## src/rtl/pe_pkg.sv

```systemverilog
`default_nettype none
// ============================================================================
// Module   : pe_pkg
// Brief    : Shared types and default widths for the systolic processing element
// Revision : 1.0 - initial release
// ============================================================================
package pe_pkg;

  localparam int C_DATA_W_DEFAULT = 8;
  localparam int C_ACC_W_DEFAULT  = 32;

  typedef enum logic [0:0] {
    PE_WS = 1'b0,
    PE_OS = 1'b1
  } pe_mode_e;

  typedef enum logic [0:0] {
    RUN   = 1'b0,
    DRAIN = 1'b1
  } pe_state_e;

endpackage
`default_nettype wire

```

## src/rtl/pe_mac.sv

```systemverilog
`default_nettype none
// ============================================================================
// Module   : pe_mac
// Brief    : Combinational multiply-add with operand extension and clamp/wrap
// Revision : 1.0 - initial release
// ============================================================================
module pe_mac
  import pe_pkg::*;
#(
  parameter int DATA_W = C_DATA_W_DEFAULT,
  parameter int ACC_W  = C_ACC_W_DEFAULT,
  parameter int SIGNED = 0,
  parameter int SAT    = 0
) (
  input  logic [DATA_W-1:0] i_weight,
  input  logic [DATA_W-1:0] i_operand,
  input  logic [ACC_W-1:0]  i_addend,
  output logic [ACC_W-1:0]  o_sum,
  output logic              o_ovf
);

  localparam int PROD_W = 2 * DATA_W;

  logic [ACC_W-1:0] w_prod_ext;
  logic [ACC_W-1:0] w_raw;
  logic             w_ovf;

  generate
    if (SIGNED != 0) begin : g_signed
      logic signed [PROD_W-1:0] w_a;
      logic signed [PROD_W-1:0] w_b;
      logic signed [PROD_W-1:0] w_prod;

      assign w_a        = {{DATA_W{i_weight[DATA_W-1]}}, i_weight};
      assign w_b        = {{DATA_W{i_operand[DATA_W-1]}}, i_operand};
      assign w_prod     = w_a * w_b;
      assign w_prod_ext = ACC_W'(w_prod);
      assign w_raw      = w_prod_ext + i_addend;
      // Two's-complement overflow: like-signed operands yield an opposite-signed result
      assign w_ovf      = (w_prod_ext[ACC_W-1] == i_addend[ACC_W-1]) &&
                          (w_raw[ACC_W-1] != w_prod_ext[ACC_W-1]);
    end else begin : g_unsigned
      logic [PROD_W-1:0] w_a;
      logic [PROD_W-1:0] w_b;
      logic [PROD_W-1:0] w_prod;
      logic              w_carry;

      assign w_a        = {{DATA_W{1'b0}}, i_weight};
      assign w_b        = {{DATA_W{1'b0}}, i_operand};
      assign w_prod     = w_a * w_b;
      assign w_prod_ext = ACC_W'(w_prod);
      assign {w_carry, w_raw} = {1'b0, w_prod_ext} + {1'b0, i_addend};
      assign w_ovf      = w_carry;
    end
  endgenerate

  generate
    if (SAT != 0) begin : g_sat
      logic [ACC_W-1:0] w_limit;

      // Overflow direction follows the product sign, since both operands agree in sign
      always_comb begin
        w_limit = '1;
        if (SIGNED != 0) begin
          if (w_prod_ext[ACC_W-1]) begin
            w_limit = {1'b1, {(ACC_W-1){1'b0}}};
          end else begin
            w_limit = {1'b0, {(ACC_W-1){1'b1}}};
          end
        end
      end

      assign o_sum = w_ovf ? w_limit : w_raw;
    end else begin : g_wrap
      assign o_sum = w_raw;
    end
  endgenerate

  assign o_ovf = w_ovf;

endmodule
`default_nettype wire

```

## src/rtl/systolic_pe_v2.sv

```systemverilog
`default_nettype none
// ============================================================================
// Module   : systolic_pe_v2
// Brief    : Systolic-array PE, weight-stationary or output-stationary with drain
// Revision : 1.0 - initial release
// ============================================================================
module systolic_pe_v2
  import pe_pkg::*;
#(
  parameter int DATA_W = C_DATA_W_DEFAULT,
  parameter int ACC_W  = C_ACC_W_DEFAULT,
  parameter int SIGNED = 0,
  parameter int SAT    = 0
) (
  input  logic              clk,
  input  logic              reset,
  input  logic              i_mode,
  input  logic [DATA_W-1:0] i_weight,
  input  logic              i_weight_we,
  input  logic              i_swap,
  input  logic [DATA_W-1:0] i_west,
  input  logic              i_west_valid,
  input  logic [ACC_W-1:0]  i_north,
  input  logic              i_north_valid,
  input  logic              i_clear,
  input  logic              i_drain,
  output logic [DATA_W-1:0] o_east,
  output logic              o_east_valid,
  output logic [ACC_W-1:0]  o_south,
  output logic              o_south_valid,
  output logic              o_shadow_full,
  output logic              o_sat
);

  pe_state_e         r_state;
  pe_state_e         w_state_nxt;

  logic [DATA_W-1:0] r_active_w;
  logic [DATA_W-1:0] r_shadow_w;
  logic              r_shadow_full;
  logic [DATA_W-1:0] r_east;
  logic              r_east_valid;
  logic [ACC_W-1:0]  r_acc;
  logic [ACC_W-1:0]  r_south;
  logic              r_south_valid;
  logic              r_sat;

  logic              w_os;
  logic              w_clear;
  logic              w_ws_emit;
  logic              w_acc_en;
  logic              w_drain_start;
  logic              w_drain_pass;
  logic [ACC_W-1:0]  w_addend;
  logic [ACC_W-1:0]  w_mac_sum;
  logic              w_mac_ovf;
  logic              w_swap_ok;

  always_ff @(posedge clk or posedge reset) begin
    if (reset) begin
      r_state <= RUN;
    end else begin
      r_state <= w_state_nxt;
    end
  end

  // Mode is only looked at in RUN, so a change while draining waits for the return
  always_comb begin
    w_state_nxt   = r_state;
    w_os          = 1'b0;
    w_clear       = 1'b0;
    w_ws_emit     = 1'b0;
    w_acc_en      = 1'b0;
    w_drain_start = 1'b0;
    w_drain_pass  = 1'b0;
    unique case (r_state)
      RUN: begin
        if (pe_mode_e'(i_mode) == PE_OS) begin
          w_os    = 1'b1;
          w_clear = i_clear;
          if (i_drain) begin
            w_drain_start = 1'b1;
            w_state_nxt   = DRAIN;
          end else begin
            w_acc_en = i_west_valid & i_north_valid;
          end
        end else begin
          w_ws_emit = i_west_valid;
        end
      end
      DRAIN: begin
        w_os         = 1'b1;
        w_clear      = i_clear;
        w_drain_pass = 1'b1;
        if (!i_drain) begin
          w_state_nxt = RUN;
        end
      end
      default: begin
        w_state_nxt = RUN;
      end
    endcase
  end

  assign w_addend = w_os ? r_acc : (i_north_valid ? i_north : '0);

  pe_mac #(
    .DATA_W (DATA_W),
    .ACC_W  (ACC_W),
    .SIGNED (SIGNED),
    .SAT    (SAT)
  ) u_mac (
    .i_weight  (r_active_w),
    .i_operand (i_west),
    .i_addend  (w_addend),
    .o_sum     (w_mac_sum),
    .o_ovf     (w_mac_ovf)
  );

  assign w_swap_ok = i_swap & r_shadow_full;

  // A write coinciding with a swap refills the shadow, so the full flag stays set
  always_ff @(posedge clk or posedge reset) begin
    if (reset) begin
      r_active_w    <= '0;
      r_shadow_w    <= '0;
      r_shadow_full <= 1'b0;
    end else begin
      if (w_swap_ok) begin
        r_active_w <= r_shadow_w;
      end
      if (i_weight_we) begin
        r_shadow_w    <= i_weight;
        r_shadow_full <= 1'b1;
      end else if (w_swap_ok) begin
        r_shadow_full <= 1'b0;
      end
    end
  end

  always_ff @(posedge clk or posedge reset) begin
    if (reset) begin
      r_east       <= '0;
      r_east_valid <= 1'b0;
    end else begin
      r_east       <= i_west;
      r_east_valid <= i_west_valid;
    end
  end

  always_ff @(posedge clk or posedge reset) begin
    if (reset) begin
      r_acc <= '0;
    end else if (w_clear || w_drain_start) begin
      r_acc <= '0;
    end else if (w_acc_en) begin
      r_acc <= w_mac_sum;
    end
  end

  always_ff @(posedge clk or posedge reset) begin
    if (reset) begin
      r_sat <= 1'b0;
    end else if (w_clear) begin
      r_sat <= 1'b0;
    end else if ((w_acc_en || w_ws_emit) && w_mac_ovf) begin
      r_sat <= 1'b1;
    end
  end

  // Drain start emits the accumulator as it stood before any same-cycle clear
  always_ff @(posedge clk or posedge reset) begin
    if (reset) begin
      r_south       <= '0;
      r_south_valid <= 1'b0;
    end else if (w_ws_emit) begin
      r_south       <= w_mac_sum;
      r_south_valid <= 1'b1;
    end else if (w_drain_start) begin
      r_south       <= r_acc;
      r_south_valid <= 1'b1;
    end else if (w_drain_pass) begin
      r_south       <= i_north;
      r_south_valid <= i_north_valid;
    end else begin
      r_south_valid <= 1'b0;
    end
  end

  assign o_east        = r_east;
  assign o_east_valid  = r_east_valid;
  assign o_south       = r_south;
  assign o_south_valid = r_south_valid;
  assign o_shadow_full = r_shadow_full;
  assign o_sat         = r_sat;

endmodule
`default_nettype wire
```

## config.mk

```make
export PLATFORM = sky130hd
export DESIGN_NAME = systolic_pe_v2
export DESIGN_NICKNAME = d
export VERILOG_FILES = /design/src/rtl/pe_pkg.sv /design/src/rtl/pe_mac.sv /design/src/rtl/systolic_pe_v2.sv
export SDC_FILE = /design/constraint.sdc
export NUM_CORES = 1
export LEC_CHECK = 0
export CORE_MARGIN = 2
export CORE_UTILIZATION = 51
export CTS_CLUSTER_DIAMETER = 100
export DETAILED_ROUTE_END_ITERATION = 6
export GPL_ROUTABILITY_DRIVEN = 0
export GPL_TIMING_DRIVEN = 0
export HOLD_SLACK_MARGIN = 0.05
export MAX_ROUTING_LAYER = met4
export PLACE_DENSITY = 0.81
export SLEW_MARGIN = 30
export SYNTH_ARGS = -nofsm -noshare
export SYNTH_HDL_FRONTEND = slang
export SYNTH_SLANG_ARGS = --single-unit
```

## constraint.sdc

```tcl
create_clock -name clk -period 5.4 [get_ports clk]
set_input_delay 1.62 -clock clk [delete_from_list [all_inputs] [get_ports clk]]
set_output_delay 1.62 -clock clk [all_outputs]
set_load 0.01 [all_outputs]
```

==> flow_metrics.tcl <==
set metrics [dict create \
    crit_path_end_kind "register" \
    critical_path_class "input port to register" \
    start_util 0.522 \
    first_pass_iters 7 \
    synth-seq-cells 93 \
    setup_tns_ps -17470 \
    ios 101 \
    r2r_setup_slack_ps 200 \
    syn_area_um2 7240 \
    synth-seq-area-share 0.321 \
    layout_commonest_cell "nand2_1" \
    syn_to_final_growth_pct 34.0 \
    cp_cell_sequence "buf_8, or2_4, buf_12, a21oi_4, fa_1, inv_1, fa_1, fa_1, inv_1, fa_1, inv_2, ha_4, a21o_1, a21oi_2, o21ai_2, a31oi_4, a21o_4, and2b_1, xnor2_1, o21ai_1" \
    rsz0062_at_grt "yes" \
    timing.final.hold_violations 0 \
    synth_top_family_by_area "adder cells" \
    critPathBufInv 5 \
    overflow 0 \
    required_ps 5650 \
    tightest_slew_ps 872 \
    synth_compound_area_frac 0.153 \
    cts_buffer_depth 2 \
    synth_xor_area_frac 0.0314 \
    die_h_um 123 \
    die_area_um2 15200 \
    critPathTopFamily "adder cells" \
    violations "DRC, setup timing" \
    cts_tree "yes" \
    fin_hold_ws_ps 504 \
    avgSynthCellArea_um2 8.91 \
    cap_violations 0 \
    fin_cells 1139 \
    drive_gt1_frac 0.177 \
    synth_cells 813 \
    placed_cells 1093 \
    clock_skew_ps 13.8 \
    drt.antenna.violating_nets 0 \
    cpMostUsedCell "fa_1" \
    slowest_delay_ps 540 \
    die_w_um 123 \
    fin_crit_ps 5900 \
    period_share 1.09 \
    core-area_um2 13900 \
    synth_nets 961 \
    final_cell_mix "136 x nand2_1, 93 x dfrtp_1, 85 x inv_1, 85 x clkdlybuf4s50_1, 53 x a21oi_1" \
    cts_sinks 93 \
    crit_path_start_kind "input port" \
    cts_buffers 9 \
    vias_per_cell 5.93 \
    io_buffers 99 \
    status "complete, but fails checks" \
    fmax_mhz 170 \
    synth-simple-area-share 0.167 \
    crit_slowest_cell "fa_1" \
    grt_max_degree 69 \
    grt_pass1_vias 6715 \
    num-nets-final 1102 \
    ys_warn_count 0 \
    max_slew_margin 0.416 \
    powerDensity_nw_per_um2 536 \
    hold_class "register to register" \
    vias 6759 \
    pre_cts_ws_ps -1770 \
    slew_violations 0 \
    initialDrtViolationCount 927 \
    clk_latency_ps 370 \
    h-tree-depth 3 \
    path_clk_slew_ps 70 \
    track_usage 0.305 \
    peakVddDrop_v 0.000539 \
    ctsRootBufferMaster "clkbuf_16" \
    final_core_util 0.699 \
    p_leak_nw 4.62 \
    wl_per_cell_um 19.7 \
    antenna_found_initial 0 \
    hpwl_um 14800 \
    arrival_ps 6150 \
    wl_um 22400 \
    synthMuxAreaShare 0.0497 \
    num_rows 43 \
    diodes 0 \
    grt_pass1_wl_um 34200 \
    yosys.cell_types.count 46 \
    drcViolationCount 2 \
    synth-adder-area-share 0.209 \
    crit_fanout 8 \
    setup_viol_count_final 48 \
    worst_slack_ps -499 \
]
-- per-layer routing --
metal / track usage / wire [um] / up-vias
li1: - / - / 2980
met1: 0.390 / 8540 / 3295
met2: 0.472 / 10700 / 417
met3: 0.0687 / 2450 / 67
met4: 0.125 / 711 / 0
met5: - / 0 / -
-- synth_stat cells, drive strengths merged --
| cell type | instances | area [um2] |
|---|---|---|
| nand2 | 139 | 522 |
| dfrtp | 93 | 2330 |
| inv | 92 | 345 |
| a21oi | 66 | 330 |
| o21ai | 56 | 284 |
| fa | 50 | 1000 |
| and2 | 43 | 269 |
| ha | 41 | 513 |
| clkbuf | 30 | 113 |
| and3 | 18 | 113 |
| mux2i | 18 | 180 |
| xnor2 | 18 | 158 |
| nor2 | 17 | 63.8 |
| mux2 | 16 | 180 |
| nand3 | 16 | 80.1 |
| a21o | 15 | 113 |
| a22o | 11 | 96.3 |
| buf | 8 | 36.3 |
| xor2 | 8 | 70.1 |
| a31oi | 7 | 43.8 |
| nor3 | 7 | 35.0 |
| o21a | 7 | 52.6 |
| a221o | 5 | 50.1 |
| nand2b | 5 | 31.3 |
| a22oi | 3 | 22.5 |
| o21bai | 3 | 22.5 |
| o31ai | 3 | 22.5 |
| o211ai | 2 | 15.0 |
| or3 | 2 | 12.5 |
| a2111oi | 1 | 8.76 |
| a211o | 1 | 8.76 |
| a221oi | 1 | 8.76 |
| and2b | 1 | 7.51 |
| nand4 | 1 | 6.26 |
| nand4bb | 1 | 11.3 |
| nor2b | 1 | 6.26 |
| nor4 | 1 | 21.3 |
| nor4b | 1 | 15.0 |
| o211a | 1 | 10.0 |
| o221a | 1 | 11.3 |
| o221ai | 1 | 8.76 |
| or2 | 1 | 8.76 |
| or4b | 1 | 10.0 |
-- worst paths after layout --
check                               from       endpoint  cells past startpoint
min reg2reg                r_shadow_w[7]  r_shadow_w[7]                      1
max in group asynchronous          reset      r_acc[10]                      3
max                               i_mode      r_acc[29]                     20
min                        r_shadow_w[7]  r_shadow_w[7]                      1
min in group asynchronous          reset      o_east[1]                      2
max reg2reg                      r_state      r_acc[29]                     21
-- cells by family after synthesis --
logic type	after synthesis
buffers and inverters	130
flip-flops	93
AND/OR/NAND/NOR	255
XOR/XNOR	26
AO/OA/AOI/OAI	184
adder cells (fa/ha/maj)	91
multiplexers	34
-- power by group --
part | switching [mW] | total (mW) | internal, mW
Clock | 0.313 | 0.726 | 0.413
Sequential | 0.0973 | 0.894 | 0.797
Combinational | 1.89 | 3.58 | 1.69
-- layout make-up --
| type | instances | area (um2) |
|---|---|---|
| multi-input cells | 590 | 4980 |
| clock inverters | 7 | 104 |
| clock buffers | 9 | 225 |
| fillers | 999 | 4170 |
| plain buffers | 32 | 185 |
| inverters | 92 | 350 |
| repair buffers | 136 | 1310 |
| well taps | 180 | 225 |
| flip-flops and latches | 93 | 2330 |
-- through the flow --
step	power [mW]	area (um2)
after floorplan	2.80	7370
after global placement	3.41	8590
after detailed placement	3.48	8630
after CTS	4.90	9510
after global routing	5.51	9710
final	5.20	9710
-- sequential cells by signal, indices dropped and copies added, names as in the netlist --
name           cells
o_south           32
r_acc             32
o_east             8
r_active_w         8
r_shadow_w         8
o_east_valid       1
o_sat              1
o_shadow_full      1
o_south_valid      1
r_state            1
-- what timing repair did --
item / CTS / global route
pin swaps: 57 / 37
cloned: 0 / 0
endpoints found under the hold margin: 0 / 0
gates resized for setup: 101 / 39
hold buffers: 0 / 0
setup endpoints to repair: 55 / 49
buffers inserted: 26 / 12
(Power assumes the default switching activity.)
